File: src/rtl/config_bus_master_pkg.sv
// rtl/config_bus_master_pkg.sv - shared types and sizing helpers for the config bus master.
// Optional verify-after-write feature: CONFIG_BUS_MASTER_VERIFY_EN.
package config_bus_master_pkg;

  localparam int DEFAULT_ADDR_WIDTH = 8;
  localparam int DEFAULT_DATA_WIDTH = 32;

  typedef enum logic [2:0] {
    ST_IDLE,
    ST_WRITE,
    ST_READ,
    ST_RESP,
    ST_VERIFY
  } state_t;

  // Latency down-counter never collapses to zero width, even for READ_LATENCY=0.
  function automatic int lat_cnt_width(input int read_latency);
    return (read_latency < 1) ? 1 : $clog2(read_latency + 1);
  endfunction

endpackage

File: src/rtl/config_bus_master_if.sv
// rtl/config_bus_master_if.sv - command/response channels and core-side config pins.
// Carries verify_err/verify_err_count only when CONFIG_BUS_MASTER_VERIFY_EN is defined.
interface config_bus_master_if
  import config_bus_master_pkg::*;
#(
  parameter int ADDR_WIDTH = DEFAULT_ADDR_WIDTH,
  parameter int DATA_WIDTH = DEFAULT_DATA_WIDTH
) ();

  logic                  cmd_valid;
  logic                  cmd_ready;
  logic                  cmd_write;
  logic [ADDR_WIDTH-1:0] cmd_addr;
  logic [DATA_WIDTH-1:0] cmd_data;
  logic                  rsp_valid;
  logic                  rsp_ready;
  logic [DATA_WIDTH-1:0] rsp_data;
  logic                  busy;
  logic [ADDR_WIDTH-1:0] config_config_addr;
  logic [DATA_WIDTH-1:0] config_config_data;
  logic                  config_read;
  logic                  config_write;
  logic [DATA_WIDTH-1:0] read_config_data;
`ifdef CONFIG_BUS_MASTER_VERIFY_EN
  logic                  verify_err;
  logic [15:0]           verify_err_count;
`endif

  modport master (
    input  cmd_valid, cmd_write, cmd_addr, cmd_data, rsp_ready, read_config_data,
`ifdef CONFIG_BUS_MASTER_VERIFY_EN
    output verify_err, verify_err_count,
`endif
    output cmd_ready, rsp_valid, rsp_data, busy,
    output config_config_addr, config_config_data, config_read, config_write
  );

  modport slave (
    output cmd_valid, cmd_write, cmd_addr, cmd_data, rsp_ready, read_config_data,
`ifdef CONFIG_BUS_MASTER_VERIFY_EN
    input  verify_err, verify_err_count,
`endif
    input  cmd_ready, rsp_valid, rsp_data, busy,
    input  config_config_addr, config_config_data, config_read, config_write
  );

endinterface

File: src/rtl/config_bus_master.sv
// rtl/config_bus_master.sv - one-at-a-time read/write initiator on the per-core config bus.
// CONFIG_BUS_MASTER_VERIFY_EN adds a read-back check after every write.
module config_bus_master
  import config_bus_master_pkg::*;
#(
  parameter int ADDR_WIDTH   = DEFAULT_ADDR_WIDTH,
  parameter int DATA_WIDTH   = DEFAULT_DATA_WIDTH,
  parameter int READ_LATENCY = 0
) (
  input  logic                clk,
  input  logic                reset,
  config_bus_master_if.master bus
);

  localparam int            CW       = lat_cnt_width(READ_LATENCY);
  localparam logic [CW-1:0] LAT_LOAD = CW'(READ_LATENCY);

  state_t                state;
  state_t                next_state;
  logic [CW-1:0]         lat_cnt;
  logic                  cmd_ready_q;
  logic                  busy_q;
  logic                  cfg_read_q;
  logic                  cfg_write_q;
  logic                  rsp_valid_q;
  logic [ADDR_WIDTH-1:0] cfg_addr_q;
  logic [DATA_WIDTH-1:0] cfg_data_q;
  logic [DATA_WIDTH-1:0] rsp_data_q;
  logic                  accept;
  logic                  last_read;

  // cmd_ready_q is still 0 in the first IDLE cycle after reset release.
  assign accept    = (state == ST_IDLE) && cmd_ready_q && bus.cmd_valid;
  assign last_read = (lat_cnt == '0);

  always_ff @(posedge clk or negedge reset) begin
    if (!reset) begin
      state <= ST_IDLE;
    end else begin
      state <= next_state;
    end
  end

  always_comb begin
    next_state = state;
    case (state)
      ST_IDLE: begin
        if (accept) begin
          next_state = bus.cmd_write ? ST_WRITE : ST_READ;
        end
      end
      ST_WRITE: begin
`ifdef CONFIG_BUS_MASTER_VERIFY_EN
        next_state = ST_VERIFY;
`else
        next_state = ST_IDLE;
`endif
      end
      ST_READ: begin
        if (last_read) begin
          next_state = ST_RESP;
        end
      end
      ST_RESP: begin
        if (bus.rsp_ready) begin
          next_state = ST_IDLE;
        end
      end
`ifdef CONFIG_BUS_MASTER_VERIFY_EN
      ST_VERIFY: begin
        if (last_read) begin
          next_state = ST_IDLE;
        end
      end
`endif
      default: next_state = ST_IDLE;
    endcase
  end

  // Reload while idle/writing so the read phase always starts from READ_LATENCY.
  always_ff @(posedge clk or negedge reset) begin
    if (!reset) begin
      lat_cnt <= '0;
    end else if (state == ST_IDLE || state == ST_WRITE) begin
      lat_cnt <= LAT_LOAD;
    end else if (!last_read) begin
      lat_cnt <= lat_cnt - 1'b1;
    end
  end

  // Outputs are registered from next_state so each one is valid for the whole state.
  always_ff @(posedge clk or negedge reset) begin
    if (!reset) begin
      cmd_ready_q <= 1'b0;
      busy_q      <= 1'b0;
      cfg_read_q  <= 1'b0;
      cfg_write_q <= 1'b0;
      rsp_valid_q <= 1'b0;
      cfg_addr_q  <= '0;
      cfg_data_q  <= '0;
      rsp_data_q  <= '0;
    end else begin
      cmd_ready_q <= (next_state == ST_IDLE);
      busy_q      <= (next_state != ST_IDLE);
      cfg_write_q <= (next_state == ST_WRITE);
      cfg_read_q  <= (next_state == ST_READ) || (next_state == ST_VERIFY);
      rsp_valid_q <= (next_state == ST_RESP);
      if (accept) begin
        cfg_addr_q <= bus.cmd_addr;
        if (bus.cmd_write) begin
          cfg_data_q <= bus.cmd_data;
        end
      end
      if (state == ST_READ && last_read) begin
        rsp_data_q <= bus.read_config_data;
      end
    end
  end

`ifdef CONFIG_BUS_MASTER_VERIFY_EN
  logic        verify_err_q;
  logic [15:0] verify_err_count_q;

  always_ff @(posedge clk or negedge reset) begin
    if (!reset) begin
      verify_err_q       <= 1'b0;
      verify_err_count_q <= '0;
    end else begin
      verify_err_q <= 1'b0;
      if (state == ST_VERIFY && last_read && (bus.read_config_data != cfg_data_q)) begin
        verify_err_q <= 1'b1;
        if (verify_err_count_q != 16'hFFFF) begin
          verify_err_count_q <= verify_err_count_q + 16'd1;
        end
      end
    end
  end

  assign bus.verify_err       = verify_err_q;
  assign bus.verify_err_count = verify_err_count_q;
`endif

  assign bus.cmd_ready          = cmd_ready_q;
  assign bus.busy               = busy_q;
  assign bus.config_read        = cfg_read_q;
  assign bus.config_write       = cfg_write_q;
  assign bus.rsp_valid          = rsp_valid_q;
  assign bus.rsp_data           = rsp_data_q;
  assign bus.config_config_addr = cfg_addr_q;
  assign bus.config_config_data = cfg_data_q;

endmodule

File: src/flat_wrapper.sv
// flat-port wrapper written by rule: the top's interface ports become plain ports
module config_bus_master_flat import config_bus_master_pkg::*;
#(
  parameter int ADDR_WIDTH   = DEFAULT_ADDR_WIDTH,
  parameter int DATA_WIDTH   = DEFAULT_DATA_WIDTH,
  parameter int READ_LATENCY = 0
)
  (clk, reset, bus_cmd_valid, bus_cmd_write, bus_cmd_addr, bus_cmd_data, bus_rsp_ready, bus_read_config_data, bus_cmd_ready, bus_rsp_valid, bus_rsp_data, bus_busy, bus_config_config_addr, bus_config_config_data, bus_config_read, bus_config_write);
  config_bus_master_if #(.ADDR_WIDTH(ADDR_WIDTH), .DATA_WIDTH(DATA_WIDTH)) bus_i ();
  input  logic clk;
  input  logic reset;
  input wire logic [$bits(bus_i.cmd_valid)-1:0] bus_cmd_valid;
  input wire logic [$bits(bus_i.cmd_write)-1:0] bus_cmd_write;
  input wire logic [$bits(bus_i.cmd_addr)-1:0] bus_cmd_addr;
  input wire logic [$bits(bus_i.cmd_data)-1:0] bus_cmd_data;
  input wire logic [$bits(bus_i.rsp_ready)-1:0] bus_rsp_ready;
  input wire logic [$bits(bus_i.read_config_data)-1:0] bus_read_config_data;
  output wire logic [$bits(bus_i.cmd_ready)-1:0] bus_cmd_ready;
  output wire logic [$bits(bus_i.rsp_valid)-1:0] bus_rsp_valid;
  output wire logic [$bits(bus_i.rsp_data)-1:0] bus_rsp_data;
  output wire logic [$bits(bus_i.busy)-1:0] bus_busy;
  output wire logic [$bits(bus_i.config_config_addr)-1:0] bus_config_config_addr;
  output wire logic [$bits(bus_i.config_config_data)-1:0] bus_config_config_data;
  output wire logic [$bits(bus_i.config_read)-1:0] bus_config_read;
  output wire logic [$bits(bus_i.config_write)-1:0] bus_config_write;
  assign bus_i.cmd_valid = bus_cmd_valid;
  assign bus_i.cmd_write = bus_cmd_write;
  assign bus_i.cmd_addr = bus_cmd_addr;
  assign bus_i.cmd_data = bus_cmd_data;
  assign bus_i.rsp_ready = bus_rsp_ready;
  assign bus_i.read_config_data = bus_read_config_data;
  assign bus_cmd_ready = bus_i.cmd_ready;
  assign bus_rsp_valid = bus_i.rsp_valid;
  assign bus_rsp_data = bus_i.rsp_data;
  assign bus_busy = bus_i.busy;
  assign bus_config_config_addr = bus_i.config_config_addr;
  assign bus_config_config_data = bus_i.config_config_data;
  assign bus_config_read = bus_i.config_read;
  assign bus_config_write = bus_i.config_write;
  config_bus_master #(.ADDR_WIDTH(ADDR_WIDTH), .DATA_WIDTH(DATA_WIDTH), .READ_LATENCY(READ_LATENCY)) u_core (.clk(clk), .reset(reset), .bus(bus_i));
endmodule
File: config.mk
export PLATFORM = sky130hd
export DESIGN_NAME = config_bus_master_flat
export DESIGN_NICKNAME = d
export VERILOG_FILES = /design/src/rtl/config_bus_master_pkg.sv /design/src/rtl/config_bus_master_if.sv /design/src/rtl/config_bus_master.sv /design/src/flat_wrapper.sv
export SDC_FILE = /design/constraint.sdc
export NUM_CORES = 1
export LEC_CHECK = 0
export CAP_MARGIN = 15
export CORE_MARGIN = 5
export CORE_UTILIZATION = 30
export CTS_CLUSTER_SIZE = 10
export DETAILED_ROUTE_END_ITERATION = 8
export GPL_TIMING_DRIVEN = 0
export PLACE_DENSITY_LB_ADDON = 0.2
export SYNTH_ARGS = -nofsm -noshare
export SYNTH_HDL_FRONTEND = slang
export SYNTH_SLANG_ARGS = --single-unit
File: constraint.sdc
create_clock -name clk -period 1.88 [get_ports clk]
set_input_delay 0.188 -clock clk [delete_from_list [all_inputs] [get_ports clk]]
set_output_delay 0.188 -clock clk [all_outputs]
set_load 0.005 [all_outputs]
After elaboration in Yosys (flattened, before gate mapping) --
Index checks and enable logic that the tools add are counted.
Cells by class: add/sub/neg operators 1, multiply operators 0, div/mod/pow operators 0, $lt $le $gt $ge 0, equal/unequal tests 7, shift operators 0, mux-type cells 7, bitwise gates (word level) 1, reductions and logical operators 9
Operator list (number):
- $eq 3x2->1 const B | 4
- $mux 3 | 3
- $pmux 3 s3 | 1
- $eq 3x1->1 const B | 2
- $logic_not 3->1 | 2
- $eq 3x3->1 const B | 1
- $logic_and 1x1->1 | 3
- $reduce_bool 3->1 | 1
- $logic_or 1x1->1 | 2
- $mux 1 | 2
- $mux 2 | 1
- $reduce_and 2->1 | 1
- $not 1->1 | 1
- $sub 1x1->1 const B | 1
Word-level totals: register bits after elaboration 81, latch bits 0, bits in writable memories 0, ROM bits 0, input bits 77, output and inout bits 77, word-level logic and storage cells 35, memories 0

Logic depth before layout (Yosys ltp) --
word-level depth 7, mapped depth 5

Least setup slack after synthesis --
OpenSTA, ideal clock, no wires.
path type register to register, start reg u_core.state[0], end reg u_core.cfg_data_q[12] (netlist: u_core.bus.config_config_data[12]), setup time 125 ps, data arrival time 1273 ps, required time 1755 ps, slack 482 ps, stages on the path, launching flop included 5, path buffers 1, clock period less this slack 1398 ps, path through dfrtp_1 -> or2_4 -> nor2_8 -> buf_6 -> mux2_2
On the way: cells in the longest elaborated chain, start to end 4
RTL lines:
- start: declaration | line config_bus_master.sv:18 | state_t state;
- start signal: assignment | line config_bus_master.sv:40 | state <= next_state;
- $logic_not 3->1 | line config_bus_master.sv:33 | assign accept = (state == ST_IDLE) && cmd_ready_q && bus.cmd_valid;
- $logic_and 1x1->1 (2 in series) | line config_bus_master.sv:33
- $reduce_and 2->1 (no line)
- end signal: assignment | line config_bus_master.sv:111 | cfg_data_q <= bus.cmd_data;
- end: declaration | line config_bus_master.sv:27 | logic [DATA_WIDTH-1:0] cfg_data_q;
No other way between the ends. A chain may end at the register's enable or synchronous reset.

Worst setup path after layout --
start reg u_core.state[0], end reg u_core.cfg_data_q[13] (netlist: u_core.bus.config_config_data[13])
Same word-level chain as after synthesis.

==> flow_summary.yaml <==
status:
  status: "finished, final reports clean"
synth:
  netlist_area_mm2: 0.003089
  yosys.area.top_type_share_pct: 64.80
  yosys.area_share.xor_xnor_pct: 0
  synth_mux_area_share_pct: 28.68
  ys_top_cells_by_area: "dfrtp_1, mux2_2, mux2_4, buf_6, nand4b_4"
  synth_cell_type_count: 17
  syn_inst: 175
  ys_warn_count: 0
  synth_top_cell_by_area: "dfrtp_1"
  yosys.area_share.simple_pct: 3.119
  synthAdderAreaFrac_pct: 0
  ys_seq_elements: 80
  synth_top_family_by_area: "multiplexers"
  synthesis.nets: 252
  synth_compound_gate_area_share_pct: 0.3240
  syn_avg_cell_area_um2: 17.65
  ys_seq_area_share_pct: 64.80
cts:
  clk_latency_ps: 340
  cts_tree: "yes"
  clock_sinks: 80
  clk_path_buf_depth: 2
  htreeDepth: 3
  clk_pin_slew_ps: 80
  tritoncts.num_buffers: 9
  root_buffer: "clkbuf_8"
grt:
  grt_pass1_vias: 2238
  grt_first_pass_wirelength_mm: 11.96
  gr-total-overflow: 0
  antenna_found_initial: 0
  track_usage_pct: 12.18
  grt_max_degree: 45
finish:
  regArea_mm2: 0.002002
  fill_cells: 923
  areaGrowthSynthToFinish_pct: 62.33
  finalCoreUtilization_pct: 49.24
  drive_above_1_share_pct: 28.61
  final_cells: 482
  multi_input_area_um2: 996.0
  n_antenna_cell: 0
  nNetsFinal: 418
placement:
  place_inst: 465
  port_buffers: 153
  dp_hpwl_mm: 5.608
  gp_congestion: 0.6662
floorplan:
  core.rowCount: 37
  die_area_mm2: 0.01243
  die_y_um: 111.5
  io_pins: 154
  fp.dieW_um: 111.5
  start_util_pct: 30.33
  core_area_mm2: 0.01018
sta:
  tightest_slew_ps: 505.2
  hold_ws_ps: 345.2
  setup_violations: 0
  max_slew_margin_pct: 66.32
  skew_ps: 8.008
  period_share_pct: 79.17
  slew_violations: 0
  hold_viol_final: 0
  max_freq_mhz: 671.9
  min_period_ps: 1488
  rsz0062_at_grt: "no"
critical_path:
  cp_num_buf_inv: 1
  crit_family: "simple AND/OR/NAND/NOR gates"
  critPathKind: "flip-flop to flip-flop"
  critPathMaxStageDelay_ps: 400
  crit_chain: "or2_4 > nor2_8 > buf_6 > mux2_2"
  cp.required_ps: 2120
  timing.reg2reg.setup_slack_ps: 390
  crit_fanout: 10
  startpoint_type: "flip-flop"
  critPathCaptureType: "flip-flop"
  cpMaxStageDelayCell: "dfrtp_1"
  crit_arrival_ps: 1720
power_and_ir_drop:
  p_leak_nw: 2.117
  p_sw_mw: 1.559
  p_sw_share_pct: 24.72
  pwr-share-clk_pct: 19.7
  power_frac_comb_pct: 37.9
  seqPwrFrac_pct: 42.4
  p_per_area_mw_per_mm2: 1258
  vdd_drop_max_uv: 442.7
  internal_power_mw: 4.749
routing:
  drt-total-wl_mm: 7.384
  drc: 0
  wl_per_cell_um: 15.32
  ant_nets: 0
  drt-initial-drc-count: 65
  dr.pass1.iters: 3
  vias: 2018
  via_per_inst: 4.187
flow_run:
  max_cap_violations: 0
min_path:
  min_path_type: "input pin to async pin"
synthesized netlist by cell type (all sizes together):
| master | count |
|---|---|
| dfrtp | 80 |
| mux2 | 72 |
| buf | 8 |
| nor2 | 3 |
| and2 | 2 |
| nand2 | 2 |
| nand4b | 2 |
| o21ai | 2 |
| conb | 1 |
| inv | 1 |
| nand3b | 1 |
| or2 | 1 |
cell usage in the layout, fill, tap and decap left out:
master	instances
dlygate4sd3_1	1
conb_1	1
nand2_1	2
buf_4	1
nand4b_4	1
mux2_2	52
buf_2	1
o21ai_0	2
nand3b_1	1
clkinvlp_4	3
bufinv_16	1
and2_1	2
buf_8	1
nand4b_1	1
nor2_8	1
clkbuf_8	9
mux2_4	20
inv_1	1
dfrtp_1	80
nor2_1	2
clkdlybuf4s50_1	152
or2_4	1
buf_16	1
clkinv_2	1
buf_6	6
clkbuf_1	2
through the flow:
step,setup WS [ps],cell area [um^2],setup TNS (ps),power [mW]
global placement,-2404,4791,-191910,5.094
global route,308.3,5015,0,6.709
finish,391.6,5015,0,6.308
CTS,363.9,5015,0,6.428
floorplan,482.5,3089,0,3.493
detailed placement,133.8,4816,0,5.151
sequential cells by signal, indices dropped and copies added (netlist names):
| name | flops |
|---|---|
| u_core.bus.busy | 1 |
| u_core.bus.cmd_ready | 1 |
| u_core.bus.config_config_addr | 8 |
| u_core.bus.config_config_data | 32 |
| u_core.bus.config_read | 1 |
| u_core.bus.config_write | 1 |
| u_core.bus.rsp_data | 32 |
| u_core.bus.rsp_valid | 1 |
| u_core.state | 3 |
worst paths after layout:
check | start | cells after the start | end
setup / recovery | u_core.state[0]$_DFF_PN0_ | 4 | u_core.bus.config_config_data[13]$_DFFE_PN0P_
hold / removal | reset | 2 | u_core.bus.config_config_data[4]$_DFFE_PN0P_
setup reg to reg | u_core.state[0]$_DFF_PN0_ | 4 | u_core.bus.config_config_data[13]$_DFFE_PN0P_
hold reg to reg | u_core.bus.config_config_data[27]$_DFFE_PN0P_ | 1 | u_core.bus.config_config_data[27]$_DFFE_PN0P_
max in group asynchronous | reset | 3 | u_core.bus.busy$_DFF_PN0_
min in group clk | bus_cmd_data[16] | 2 | u_core.bus.config_config_data[16]$_DFFE_PN0P_
metal layers:
layer / GRT usage (%) / share of wire, %
met4: 4.136 / 1.6
met1: 14.14 / 41
met2: 20.10 / 50
met5: 0 / 0
met3: 5.435 / 7.1
power groups by stage:
| stage | clock network, mW | logic (mW) | registers, mW |
|---|---|---|---|
| after detailed placement | 0 | 2.44 | 2.71 |
| after floorplan | 0 | 0.737 | 2.76 |
| after global routing | 1.38 | 2.56 | 2.77 |
| after global placement | 0 | 2.41 | 2.69 |
| final | 1.24 | 2.39 | 2.68 |
| after CTS | 1.29 | 2.45 | 2.68 |
kinds of logic (layout without fill, tap and decap cells):
| family | after synthesis | after routing |
|---|---|---|
| AO/OA/AOI/OAI | 2 | 2 |
| buffers and inverters | 9 | 180 |
| flip-flops | 80 | 80 |
| multiplexers | 72 | 72 |
| other | 1 | 1 |
| AND/OR/NAND/NOR | 11 | 11 |
layout make-up:
type,instances,area share (%)
Sequential cell,80,39.92
Clock inverter,5,1.148
Buffer,8,1.747
Tap cell,136,3.393
Timing Repair Buffer,155,31.24
Multi-Input combinational cell,86,19.86
Inverter,1,0.07485
Clock buffer,11,2.620
timing repair:
action,4_1_cts,5_1_grt
resized for setup,0,0
hold buffers,1,0
endpoints found under the hold margin,36,0
buffers inserted,0,0
No activity file was read; power rests on OpenSTA's default activity.
